===== src/rtl/mem_1r1w_fifo.sv =====
// mem_1r1w_fifo: ready/valid FIFO controller wrapped around the mem_1r1w
// dual-port SRAM macro (registered read, one-cycle read latency).
// Words are written through the macro write port. They are read back
// ahead of demand into a 2-entry output queue, so the head stays
// show-ahead and registered.
// Optional feature: define MEM_FIFO_BYPASS_EN to let an enqueue into an
// idle FIFO skip the macro and land directly in the output queue.
// Without it, every word takes the macro path (3-cycle empty latency).
module mem_1r1w_fifo #(
    parameter int DEPTH   = 48,
    parameter int WIDTH   = 64,
    parameter int ADDR_W  = $clog2(DEPTH),
    parameter int COUNT_W = $clog2(DEPTH + 3)
) (
    input  logic               clock,
    input  logic               reset_n,
    input  logic               enq_valid,
    output logic               enq_ready,
    input  logic [WIDTH-1:0]   enq_data,
    output logic               deq_valid,
    input  logic               deq_ready,
    output logic [WIDTH-1:0]   deq_data,
    output logic [COUNT_W-1:0] count,
    output logic [ADDR_W-1:0]  R0_addr,
    output logic               R0_en,
    output logic               R0_clk,
    input  logic [WIDTH-1:0]   R0_data,
    output logic [ADDR_W-1:0]  W0_addr,
    output logic               W0_en,
    output logic               W0_clk,
    output logic [WIDTH-1:0]   W0_data
);

    // Pointer increment that wraps at DEPTH-1 (DEPTH need not be 2^n).
    function automatic logic [ADDR_W-1:0] ptr_inc(input logic [ADDR_W-1:0] p);
        return (p == ADDR_W'(DEPTH - 1)) ? '0 : p + 1'b1;
    endfunction

    logic [ADDR_W-1:0]       wptr, rptr;
    logic [COUNT_W-1:0]      mem_cnt;   // words in the macro, not yet read
    logic                    inflight;  // read issued last cycle, data on R0_data now
    logic [1:0][WIDTH-1:0]   oq;        // oq[0] is always the head
    logic [1:0]              oq_cnt;
    logic                    deq_vld_q;

    logic                    enq_fire, deq_fire, bypass, mem_wr, rd_issue;
    logic [2:0]              oq_occ_next;
    logic                    push_vld;
    logic [WIDTH-1:0]        push_data;
    logic [1:0][WIDTH-1:0]   oq_n;
    logic [1:0]              oq_cnt_n, oq_cnt_p;

    // Flow control depends only on registered macro occupancy. Writes are
    // gated by reset_n so nothing reaches the macro while reset is held.
    assign enq_ready = (mem_cnt < COUNT_W'(DEPTH));
    assign enq_fire  = enq_valid & enq_ready & reset_n;
    assign deq_valid = deq_vld_q;
    assign deq_data  = oq[0];
    assign deq_fire  = deq_vld_q & deq_ready;

`ifdef MEM_FIFO_BYPASS_EN
    // Idle pipeline: the word goes straight to the output queue, ahead of
    // nothing, so ordering holds.
    assign bypass = enq_fire & (mem_cnt == '0) & ~inflight & (oq_cnt != 2'd2);
`else
    assign bypass = 1'b0;
`endif

    assign mem_wr = enq_fire & ~bypass;

    // Occupancy the output queue will have once this cycle's in-flight word
    // lands and any pop retires. A new read may only be issued if its data
    // is guaranteed a free slot next cycle.
    assign oq_occ_next = 3'(oq_cnt) + 3'(inflight) - 3'(deq_fire);
    assign rd_issue    = (mem_cnt != '0) & (oq_occ_next < 3'd2);

    // Macro port drive.
    assign W0_clk  = clock;
    assign W0_en   = mem_wr;
    assign W0_addr = wptr;
    assign W0_data = enq_data;
    assign R0_clk  = clock;
    assign R0_en   = rd_issue;
    assign R0_addr = rptr;

    assign count = mem_cnt + COUNT_W'(inflight) + COUNT_W'(oq_cnt);

    // Inflight and bypass pushes are mutually exclusive (bypass needs
    // inflight==0), so one push source suffices.
    assign push_vld  = inflight | bypass;
    assign push_data = inflight ? R0_data : enq_data;

    // Output queue next state: pop shifts the tail to the head, then a push
    // fills the first free slot.
    always_comb begin
        oq_n     = oq;
        oq_cnt_p = oq_cnt - {1'b0, deq_fire};
        if (deq_fire)
            oq_n[0] = oq[1];
        if (push_vld) begin
            if (oq_cnt_p == 2'd0)
                oq_n[0] = push_data;
            else
                oq_n[1] = push_data;
        end
        oq_cnt_n = oq_cnt_p + {1'b0, push_vld};
    end

    // Control state: pointers, occupancy, in-flight flag, registered deq_valid.
    always_ff @(posedge clock or negedge reset_n) begin
        if (!reset_n) begin
            wptr      <= '0;
            rptr      <= '0;
            mem_cnt   <= '0;
            inflight  <= 1'b0;
            oq_cnt    <= '0;
            deq_vld_q <= 1'b0;
        end else begin
            if (mem_wr)
                wptr <= ptr_inc(wptr);
            if (rd_issue)
                rptr <= ptr_inc(rptr);
            case ({mem_wr, rd_issue})
                2'b10:   mem_cnt <= mem_cnt + 1'b1;
                2'b01:   mem_cnt <= mem_cnt - 1'b1;
                default: mem_cnt <= mem_cnt;
            endcase
            inflight  <= rd_issue;
            oq_cnt    <= oq_cnt_n;
            deq_vld_q <= (oq_cnt_n != 2'd0);
        end
    end

    // Output queue data; contents are qualified by oq_cnt, so no reset.
    always_ff @(posedge clock) begin
        oq <= oq_n;
    end

endmodule


===== config.mk =====
export PLATFORM = sky130hd
export DESIGN_NAME = mem_1r1w_fifo
export DESIGN_NICKNAME = d
export VERILOG_FILES = /design/src/rtl/mem_1r1w_fifo.sv
export SDC_FILE = /design/constraint.sdc
export NUM_CORES = 1
export LEC_CHECK = 0
export BUFFER_PORTS_ARGS = -buffer_cell sky130_fd_sc_hd__buf_2
export CORE_ASPECT_RATIO = 0.75
export CORE_MARGIN = 2
export CORE_UTILIZATION = 50
export CTS_BUF_LIST = sky130_fd_sc_hd__clkbuf_4 sky130_fd_sc_hd__clkbuf_8
export DETAILED_ROUTE_END_ITERATION = 10
export PLACE_DENSITY = 0.81
export SYNTH_ARGS = -nofsm -noshare
export SYNTH_HDL_FRONTEND = slang
export SYNTH_SLANG_ARGS = --single-unit
export TNS_END_PERCENT = 20

===== constraint.sdc =====
create_clock -name clock -period 5.93 [get_ports clock]
set_clock_uncertainty 0.15 [all_clocks]
set_input_delay 1.186 -clock clock [delete_from_list [all_inputs] [get_ports clock]]
set_output_delay 1.186 -clock clock [all_outputs]
set_load 0.1 [all_outputs]

Word level (Yosys, flattened, before mapping)
Cells that the tools add are included.

cells by class
  reductions and logical operators = 5
  order comparisons = 2
  bitwise logic cells = 5
  add/subtract/negate cells = 10
  multiplexer cells = 6
  eq/ne operators = 4

operators with widths
  operator                                             count
  2-to-1 mux 64 bit                                    3
  adder 6 x 1 -> 6 bit (second input constant)         3
  == test 6 bit (second input constant)                2
  2-to-1 mux 6 bit                                     2
  case mux 6 bit (2 select lines)                      1
  adder 6 x 1 -> 6 bit                                 1
  adder 6 x 2 -> 6 bit                                 1
  < comparator 6 bit (second input constant)           1
  nonzero test 6 bit                                   1
  subtractor 6 x 1 -> 6 bit (second input constant)    1
  bitwise AND 1 bit                                    4
  nonzero test 2 bit                                   2
  adder 2 x 1 -> 3 bit                                 1
  < comparator 3 x 2 -> 1 bit (second input constant)  1
  subtractor 3 x 1 -> 3 bit                            1
  adder 2 x 1 -> 2 bit                                 1
  == test 2 x 1 -> 1 bit (second input constant)       1
  == test 2 bit (second input constant)                1
  logical NOT 2 bit                                    1
  AND reduction 2 bit                                  1
  subtractor 2 x 1 -> 2 bit                            1
  inverter 1 bit                                       1

word-level totals
  bits of input ports = 132
  register bits = 150
  word-level logic and storage cells = 40
  output and inout port bits = 152

Longest topological paths before layout
  depth in word-level cells = 6
  mapped depth = 14
  mapped depth without buffers = 14

==> qor.yml <==
status: "finished clean"
arrival_ns: 3.48
cp_cell_sequence: "clkbuf_8 > clkbuf_8 > buf_2"
post-route-util: 0.538
synth_edf_count: 64
hold_viol_final: 0
path_class: "clock port to output pin"
syn_inst: 613
postRouteAntennaNets: 0
grt_max_degree: 99
die_x_um: 140
critPathMaxStageDelay_ns: 0.28
crit_path_top_delay_cell: "buf_2"
synth-simple-area-share: 0.0766
layout_commonest_cell: "buf_2"
cp_max_fo: 2
max_slew.worst_pin.slew_ns: 1.15
synth_compound_area_frac: 0.0657
core-area_um2: 13600
insertedDiodeCount: 0
synth-adder-area-share: 0.0297
synthMuxAreaShare: 0.0973
cts_hold_buffers: 0
grt_pass1_wl_um: 22400
drive_gt1_frac: 0.313
syn_nets: 759
n_fill_cell: 1211
fin_ws_ns: 1.11
pin_count: 284
critPathRequiredTime_ns: 4.59
vias: 4229
cts_tree: "yes"
globalRouteOverflowTotal: 0
async_flop_share: 0.147
cp_common_cell: "clkbuf_8"
dieHeight_um: 106
wl_per_cell_um: 17.5
final_area_um2: 7330
synthTopCellsByArea: "edfxtp_1 (28%), dfxtp_1 (19%), buf_4 (14%)"
rsz0062_at_grt: "false"
dpl_cell_area_um2: 6850
routed_wirelength_um: 14500
synth_flop_cell: "edfxtp_1"
synth_xor_area_frac: 0.0216
clk_pin_slew_ns: 0.09
layout_common_cells: "buf_2 (155), nand2_1 (86), mux2i_1 (66)"
slew_viol_final: 0
regArea_um2: 3750
synth_top_family_by_area: "buffers and inverters"
dp_hpwl_um: 10300
ys_seq_area_frac: 0.543
timing.setup.tns_ns: 0
row_count: 37
gp_congestion: 0.776
clk_latency_ns: 0.54
synth_top_area_share: 0.278
die_area_um2: 14800
end_kind: "output pin"
drtIter0Drc: 201
setup_viol: 0
syn_avg_cell_area_um2: 11.3
hold_path_class: "flip-flop to flip-flop"
start_kind: "clock port"
routed_via_density: 5.10
antenna_found_initial: 0
start_util: 0.508
reg2reg_slack_ns: 2.39
ys_seq_elements: 150
netlist_area_um2: 6910
portBuffers: 155
cts_resized: 0
firstDrtPassIters: 4
multi_input_comb_area_um2: 2030
drcViolationCount: 0
cap_violations: 0
slew_headroom: 0.231
ys_types: 43
grt_usage: 0.199
fin_nets: 788
place_ws_ns: 1.36
synth_top_area_cell: "edfxtp_1"
synthToLayoutAreaGrowth_pct: 6.09
yosys_warnings: 0
grt_pass1_vias: 4302
post-cts-setup-buffers: 0
flip-flops by register name, summed over array words and instances, names as in the netlist:
| register | cells |
|---|---|
| deq_data | 64 |
| R0_addr | 6 |
| deq_valid | 1 |
| oq | 64 |
| oq_cnt | 2 |
| mem_cnt | 6 |
| W0_addr | 6 |
| inflight | 1 |
logic make-up (layout without fill, tap and decap cells):
family / after synthesis / count (layout)
mux: 67 / 67
compound gates: 86 / 86
buf+inv: 162 / 204
flops: 150 / 150
simple gates: 120 / 120
fa+ha+maj: 14 / 14
xor+xnor: 14 / 14
cells in the mapped netlist, types with 2 or more instances:
cell type	n
a21o_1	2
o21ai_0	53
or4_1	2
ha_1	10
inv_1	9
dfrtp_1	22
and3_1	2
edfxtp_1	64
a21oi_1	4
mux2i_1	66
buf_2	11
nor2_1	7
clkbuf_2	4
xnor2_1	8
fa_1	4
clkbuf_1	2
nand3_1	7
buf_6	3
nor3_1	2
nand2_1	86
buf_4	132
nor2b_1	6
xor2_1	4
dfxtp_1	64
o21ai_1	21
final timing paths:
check                           from            to  cells past startpoint
min                          oq[108]  deq_data[44]                      2
min in group asynchronous    reset_n    W0_addr[3]                      1
max in group asynchronous    reset_n    R0_addr[1]                      1
max reg2reg                deq_valid    mem_cnt[5]                     14
min reg2reg                  oq[108]  deq_data[44]                      2
max                            clock        W0_clk                      3
worst max-delay path, delay by kind of cell:
family	cells	cell delay, ns
buffers and inverters	3	0.52
metrics by stage:
stage / hold slack, ns / cells
after global routing: 0.390 / 830
after global placement: 0.342 / 794
after floorplan: 0.332 / 613
after CTS: 0.376 / 830
after detailed placement: 0.354 / 794
final: 0.371 / 830
cell type report:
class                   count  share of cell area
repair buffers            156               0.109
flip-flops and latches    150               0.512
inverters                  10             0.00512
well taps                 175              0.0299
clock buffers              24              0.0427
multi-input cells         301               0.277
clock inverters            14              0.0241
per-layer routing:
layer  up-vias  share of wire  GRT usage
met5         -              0    0.00351
met2       170           0.50      0.338
met4         0          0.032      0.108
met3        34          0.084     0.0913
li1       2022              -          -
met1      2003           0.38      0.206
Power is left out: the tool's default activity adds up to more than one toggle a clock period on the data nets, which glitch-free logic cannot reach.
